**config.mk**
```make
export PLATFORM = sky130hd
export DESIGN_NAME = mem_arbiter
export DESIGN_NICKNAME = d
export VERILOG_FILES = /design/src/rtl/mem_arbiter.sv
export SDC_FILE = /design/constraint.sdc
export NUM_CORES = 1
export LEC_CHECK = 0
export CAP_MARGIN = 15
export CORE_MARGIN = 1.5
export CORE_UTILIZATION = 37
export CTS_CLUSTER_DIAMETER = 120
export DETAILED_ROUTE_END_ITERATION = 7
export PLACE_DENSITY_LB_ADDON = 0.12
export SYNTH_ARGS = -nofsm -noshare
export SYNTH_HDL_FRONTEND = slang
export SYNTH_SLANG_ARGS = --single-unit
```
**constraint.sdc**
```tcl
create_clock -name clk -period 2.2 [get_ports clk]
set_clock_uncertainty 0.05 [all_clocks]
set_input_delay 0.22 -clock clk [delete_from_list [all_inputs] [get_ports clk]]
set_output_delay 0.22 -clock clk [all_outputs]
set_load 0.02 [all_outputs]
```
**src/rtl/mem_arbiter.sv**
```systemverilog
`timescale 1ns/1ps
`default_nettype none
// ============================================================================
// Module      : mem_arbiter
// Description : Shares one wait-stated memory port between fetch and data.
// Revision    : 1.0 - initial release
// ============================================================================
module mem_arbiter #(
  parameter int          WAIT_CYCLES = 3,
  parameter int          ADDR_W      = 16,
  parameter logic [31:0] BASE_ADDR   = 32'd1024
) (
  input  logic              clk,
  input  logic              rst,
  input  logic              if_req,
  input  logic [31:0]       if_addr,
  output logic [31:0]       if_rdata,
  output logic              if_ready,
  input  logic              mem_rd,
  input  logic              mem_wr,
  input  logic [31:0]       mem_addr,
  input  logic [31:0]       mem_wdata,
  output logic [31:0]       mem_rdata,
  output logic              mem_ready,
  output logic [ADDR_W-1:0] ram_addr,
  output logic [31:0]       ram_wdata,
  input  logic [31:0]       ram_rdata,
  output logic              ram_we_n,
  output logic              ram_oe_n,
  output logic              if_stall,
  output logic              mem_stall
);

  typedef enum logic [1:0] {
    S_IDLE   = 2'd0,
    S_ACCESS = 2'd1,
    S_DONE   = 2'd2
  } state_t;

  localparam logic [3:0] c_LAST_CNT  = 4'(WAIT_CYCLES - 1);
  localparam logic       c_OWNER_IF  = 1'b0;
  localparam logic       c_OWNER_MEM = 1'b1;

  state_t      r_state;
  logic [3:0]  r_cnt;
  logic        r_owner;
  logic        r_last_owner;
  logic        r_op_wr;

  logic        w_if_pend;
  logic        w_mem_pend;
  logic        w_grant_mem;
  logic        w_grant_wr;
  logic [31:0] w_sel_addr;
  logic [31:0] w_byte_off;

  assign w_if_pend  = if_req;
  assign w_mem_pend = mem_rd | mem_wr;
  // Data side normally wins; fetch gets the turn right after a data grant.
  assign w_grant_mem = w_mem_pend & ~(w_if_pend & (r_last_owner == c_OWNER_MEM));
  assign w_grant_wr  = w_grant_mem & mem_wr;
  assign w_sel_addr  = w_grant_mem ? mem_addr : if_addr;
  assign w_byte_off  = w_sel_addr - BASE_ADDR;

  assign if_stall  = if_req & ~if_ready;
  assign mem_stall = w_mem_pend & ~mem_ready;

  always_ff @(posedge clk) begin
    if (!rst) begin
      r_state      <= S_IDLE;
      r_cnt        <= 4'd0;
      r_owner      <= c_OWNER_IF;
      r_last_owner <= c_OWNER_IF;
      r_op_wr      <= 1'b0;
      if_ready     <= 1'b0;
      mem_ready    <= 1'b0;
      if_rdata     <= 32'd0;
      mem_rdata    <= 32'd0;
      ram_addr     <= '0;
      ram_wdata    <= 32'd0;
      ram_we_n     <= 1'b1;
      ram_oe_n     <= 1'b1;
    end else begin
      case (r_state)
        S_IDLE: begin
          if (w_if_pend | w_mem_pend) begin
            r_owner      <= w_grant_mem;
            r_last_owner <= w_grant_mem;
            r_op_wr      <= w_grant_wr;
            ram_addr     <= ADDR_W'(w_byte_off >> 2);
            if (w_grant_wr) begin
              ram_wdata <= mem_wdata;
            end
            r_cnt    <= 4'd0;
            ram_we_n <= ~w_grant_wr;
            ram_oe_n <= w_grant_wr;
            r_state  <= S_ACCESS;
          end
        end
        S_ACCESS: begin
          if (r_cnt == c_LAST_CNT) begin
            ram_we_n <= 1'b1;
            ram_oe_n <= 1'b1;
            r_state  <= S_DONE;
            if (r_owner == c_OWNER_MEM) begin
              mem_ready <= 1'b1;
              mem_rdata <= r_op_wr ? 32'd0 : ram_rdata;
            end else begin
              if_ready <= 1'b1;
              if_rdata <= r_op_wr ? 32'd0 : ram_rdata;
            end
          end else begin
            r_cnt <= r_cnt + 4'd1;
          end
        end
        S_DONE: begin
          if_ready  <= 1'b0;
          mem_ready <= 1'b0;
          r_state   <= S_IDLE;
        end
        default: r_state <= S_IDLE;
      endcase
    end
  end

endmodule
`default_nettype wire

```
* Word level (Yosys, flattened, before mapping)
Cells that the tools add are included.
Cells by class: bitwise logic cells 12, reductions and logical operators 12, mux-type cells 19, add/subtract/negate cells 2, equality and inequality tests 8
Operators by type and width (number):
- $mux 32 | 1
- $reduce_and 3->1 | 7
- $mux 18 | 1
- $sub 18x11->18 const B | 1
- $ne 2x2->1 const B | 5
- $mux 4 | 2
- $pmux 1 s2 | 4
- $pmux 4 s2 | 1
- $mux 1 | 7
- $and 1x1->1 | 5
- $not 1->1 | 5
- $add 4x1->4 const B | 1
- $eq 4x2->1 const B | 1
- $mux 2 | 2
- $pmux 2 s2 | 1
- $reduce_and 2->1 | 2
- $reduce_bool 2->1 | 2
- $eq 2x1->1 const B | 1
- $eq 2x2->1 const B | 1
- $logic_not 2->1 | 1
- $or 1x1->1 | 2
Word-level totals: input port bits 133, output and inout bits 118, register bits after elaboration 124

* Logic depth before layout (Yosys ltp)
word-level depth 7, depth in mapped cells 10, gate-level depth less buffers 7

* Least setup slack after synthesis
OpenSTA, ideal clock, no wires.
path type register to register, from register r_last_owner, to register ram_addr[12], slack 0.156 ns, period minus slack after synthesis 2.044 ns, stages on the path, launching flop included 10, path buffers 2, arrival 1.920 ns, cells stage by stage dfxtp_1 -> o2bb2ai_2 -> buf_6 -> buf_2 -> mux2i_1 -> ha_1 -> nor3b_1 -> xor2_1 -> mux2i_1 -> o21ai_0
Between the ends: cells in the longest elaborated chain, start to end 5
Ends and longest elaborated chain:
- start: declaration | RTL line 47 | logic r_last_owner;
- start signal: assignment | RTL line 73 | r_last_owner <= c_OWNER_IF;
- start signal: assignment | RTL line 88 | r_last_owner <= w_grant_mem;
- $and 1x1->1 | RTL line 60 | assign w_grant_mem = w_mem_pend & ~(w_if_pend & (r_last_owner == c_OWNER_MEM));
- $not 1->1 | RTL line 60
- $and 1x1->1 | RTL line 60
- $mux 18 | RTL line 62 | assign w_sel_addr = w_grant_mem ? mem_addr : if_addr;
- $sub 18x11->18 | RTL line 63 | assign w_byte_off = w_sel_addr - BASE_ADDR;
- end signal: assignment | RTL line 90 | ram_addr <= ADDR_W'(w_byte_off >> 2);
- end: declaration | RTL line 25 | output logic [ADDR_W-1:0] ram_addr,
No other way between the ends. A chain may end at the register's enable or synchronous reset.

* Worst setup path in the final report
from input mem_wr, to output mem_stall
Between the ends: cells in the longest elaborated chain, start to end 2
Ends and longest elaborated chain:
- start: declaration | RTL line 20 | input logic mem_wr,
- $or 1x1->1 | RTL line 58 | assign w_mem_pend = mem_rd | mem_wr;
- $and 1x1->1 | RTL line 66 | assign mem_stall = w_mem_pend & ~mem_ready;
- end: declaration | RTL line 31 | output logic mem_stall
No other way between the ends.

==> flow_summary.yaml <==
status:
  status: "finished, final reports clean"
power_and_ir_drop:
  finalPower_mw: 6.13
  powerDensity_nw_per_um2: 740
  max-vdd-ir-drop_v: 0.000472
  power_leakage_nw: 3.06
global_route:
  grt_overflow_total: 0
  grt_max_degree: 64
  antenna_found_initial: 0
  grt_first_pass_wirelength_um: 23400
  grt_pass1_vias: 4810
  track_usage: 0.199
worst_setup_path:
  worst-endpoint-arrival_ns: 1.63
  worst_ep_required_time_ns: 1.93
  endpoint_kind: "output pin"
  setup.worst_path.start_class: "primary input"
  critPathKind: "primary input to output pin"
  critPathMaxFanout: 7
clock_tree:
  clock_path_buffers: 2
  clk_latency_ns: 0.40
  cts_setup_buffers: 0
  root_buffer: "clkbuf_16"
  cts_tree: "done"
  cts_num_sinks: 124
  cts_resized: 0
  htreeDepth: 4
  cts_buffers: 17
  path_clk_slew_ns: 0.05
  holdBufCountCts: 0
sta:
  finalSetupTns_ns: 0
  rsz0062_at_grt: "false"
  worst_pin_slew_ns: 0.575
  fin_crit_sh: 0.862
  slew_violations: 0
  final.min_clock_period_ns: 1.90
  hold_viol: 0
  relSlewSlack: 0.617
  max_freq_mhz: 527
  finalSetupViolations: 0
  timing.final.ws_setup_ns: 0.304
  whs_ns: 0.266
floorplanning:
  die_h_um: 122
  die_w_um: 122
  ios: 251
  dieArea_sq_um: 14900
  rows: 43
  coreArea_sq_um: 13900
  start_util: 0.378
logic_synthesis:
  netlist_area_sq_um: 5250
  avgSynthCellArea_sq_um: 8.33
  ys_ff_latch: 124
  synthesis.yosys.warnings: 0
  syn_nets: 766
  synth_cell_types: 38
  seq_area_frac_synth: 0.473
  syn_inst: 630
finish:
  fin_cells: 1039
  seq_area_sq_um: 2480
  multiInputGateArea_sq_um: 2560
  finish.instance_area_sq_um: 8280
  areaGrowthSynthToFinish_pct: 57.9
  diodes: 0
  fillCellCount: 1244
  utilization: 0.597
  layout.nets: 982
  drive_gt1_frac: 0.0733
routing:
  drt_first_pass_iters: 5
  vias_per_cell: 4.85
  vias: 5042
  drcViolationCount: 0
  drt_iter0_drc: 224
  wl_per_cell_um: 14.0
  wl_um: 14600
  ant_nets: 0
run:
  drv_cap: 0
placement:
  dp_hpwl_um: 10200
  dp_slack_ns: -0.0353
  portBuffers: 218
  gp_congestion: 0.880
  dp_cells: 1007
  placedInstanceArea_sq_um: 7670
min_path:
  hp-class: "primary input to flip-flop"
## worst paths after layout
kind / start / end / slack, ns / cells after the start
max reg2reg: r_last_owner / ram_addr[12] / 0.36 / 7
max: mem_wr / mem_stall / 0.30 / 5
min reg2reg: mem_rdata[5] / mem_rdata[5] / 0.40 / 2
min: rst / ram_oe_n / 0.27 / 2
## cell families (layout without fill, tap and decap cells)
family,count (synthesis),after routing,share of synthesized area
AO/OA/AOI/OAI,136,136,0.196
adder cells (fa/ha/maj),3,3,0.00716
buffers and inverters,45,274,0.0386
AND/OR/NAND/NOR,311,311,0.265
multiplexers,5,5,0.00954
XOR/XNOR,6,6,0.0100
flip-flops,124,124,0.473
## flip-flops by register name (all words and copies together) (netlist names)
name          flops
mem_rdata        32
r_cnt             4
ram_we_n          1
ram_oe_n          1
mem_ready         1
if_rdata         32
r_state           2
ram_addr         16
if_ready          1
ram_wdata        32
r_last_owner      1
r_op_wr           1
## area by class of cell
type                    count  area share
flip-flops and latches    124       0.300
clock inverters            12      0.0174
repair buffers            240       0.289
multi-input cells         461       0.309
inverters                   2    0.000906
clock buffers              20      0.0564
well taps                 180      0.0272
## power breakdown
| group | internal, mW | switching, mW |
|---|---|---|
| Sequential | 2.34 | 0.0485 |
| Combinational | 0.475 | 0.442 |
| Clock | 1.86 | 0.970 |
| Total | 4.67 | 1.46 |
## cells in the final DEF, fill, tap and decap left out, drive strengths merged, types with 3 or more instances in the layout
cell,n
clkbuf,20
nor2,11
ha,3
xor2,6
or4,3
dfxtp,124
o21ai,11
o31ai,3
a21boi,101
clkinv,7
nor3,11
mux2i,5
nand2,218
o211a,10
bufinv,3
nor2b,36
a31oi,3
and3,4
buf,23
clkdlybuf4s50,217
nand3,17
nor3b,3
## Yosys cell counts
library cell | instances | area [sq um]
a21oi_1 | 2 | 10.0
buf_6 | 1 | 11.3
nor3_1 | 9 | 45.0
a21boi_0 | 86 | 646
o2bb2ai_2 | 1 | 15.0
nand2_1 | 218 | 818
buf_4 | 3 | 22.5
o21a_1 | 1 | 7.51
a41oi_1 | 1 | 8.76
o21ai_0 | 11 | 55.1
nand4_1 | 1 | 6.26
nor4b_1 | 1 | 8.76
o211a_1 | 10 | 100
nor2b_1 | 36 | 225
dfxtp_1 | 124 | 2480
and3_1 | 4 | 25.0
buf_2 | 12 | 60.1
ha_1 | 3 | 37.5
a31oi_1 | 3 | 18.8
nand2b_1 | 2 | 12.5
nor2_1 | 11 | 41.3
nand3_1 | 17 | 85.1
o31ai_1 | 3 | 22.5
nor3b_1 | 3 | 22.5
mux2i_1 | 5 | 50.1
or3_1 | 2 | 12.5
o31a_1 | 1 | 8.76
nor3_4 | 2 | 32.5
nor4b_2 | 1 | 15.0
xor2_1 | 6 | 52.6
o311a_1 | 1 | 10.0
inv_1 | 2 | 7.51
a2bb2oi_2 | 1 | 15.0
clkbuf_1 | 27 | 101
or4_1 | 1 | 7.51
a21boi_1 | 15 | 113
or3b_4 | 1 | 11.3
or4_4 | 2 | 22.5
## critical path: stages
cell             delay (ns)
clkdlybuf4s50_1        0.51
buf_4                  0.17
nor2_1                 0.05
nor2_1                 0.08
clkdlybuf4s50_1        0.60
## per-layer routing
layer	up-vias	global-route usage	share of wire
met5	-	0	0
met4	0	0.0756	0.015
met3	16	0.0754	0.089
li1	2520	-	-
met2	187	0.317	0.46
met1	2319	0.244	0.44
(Power assumes the default switching activity.)
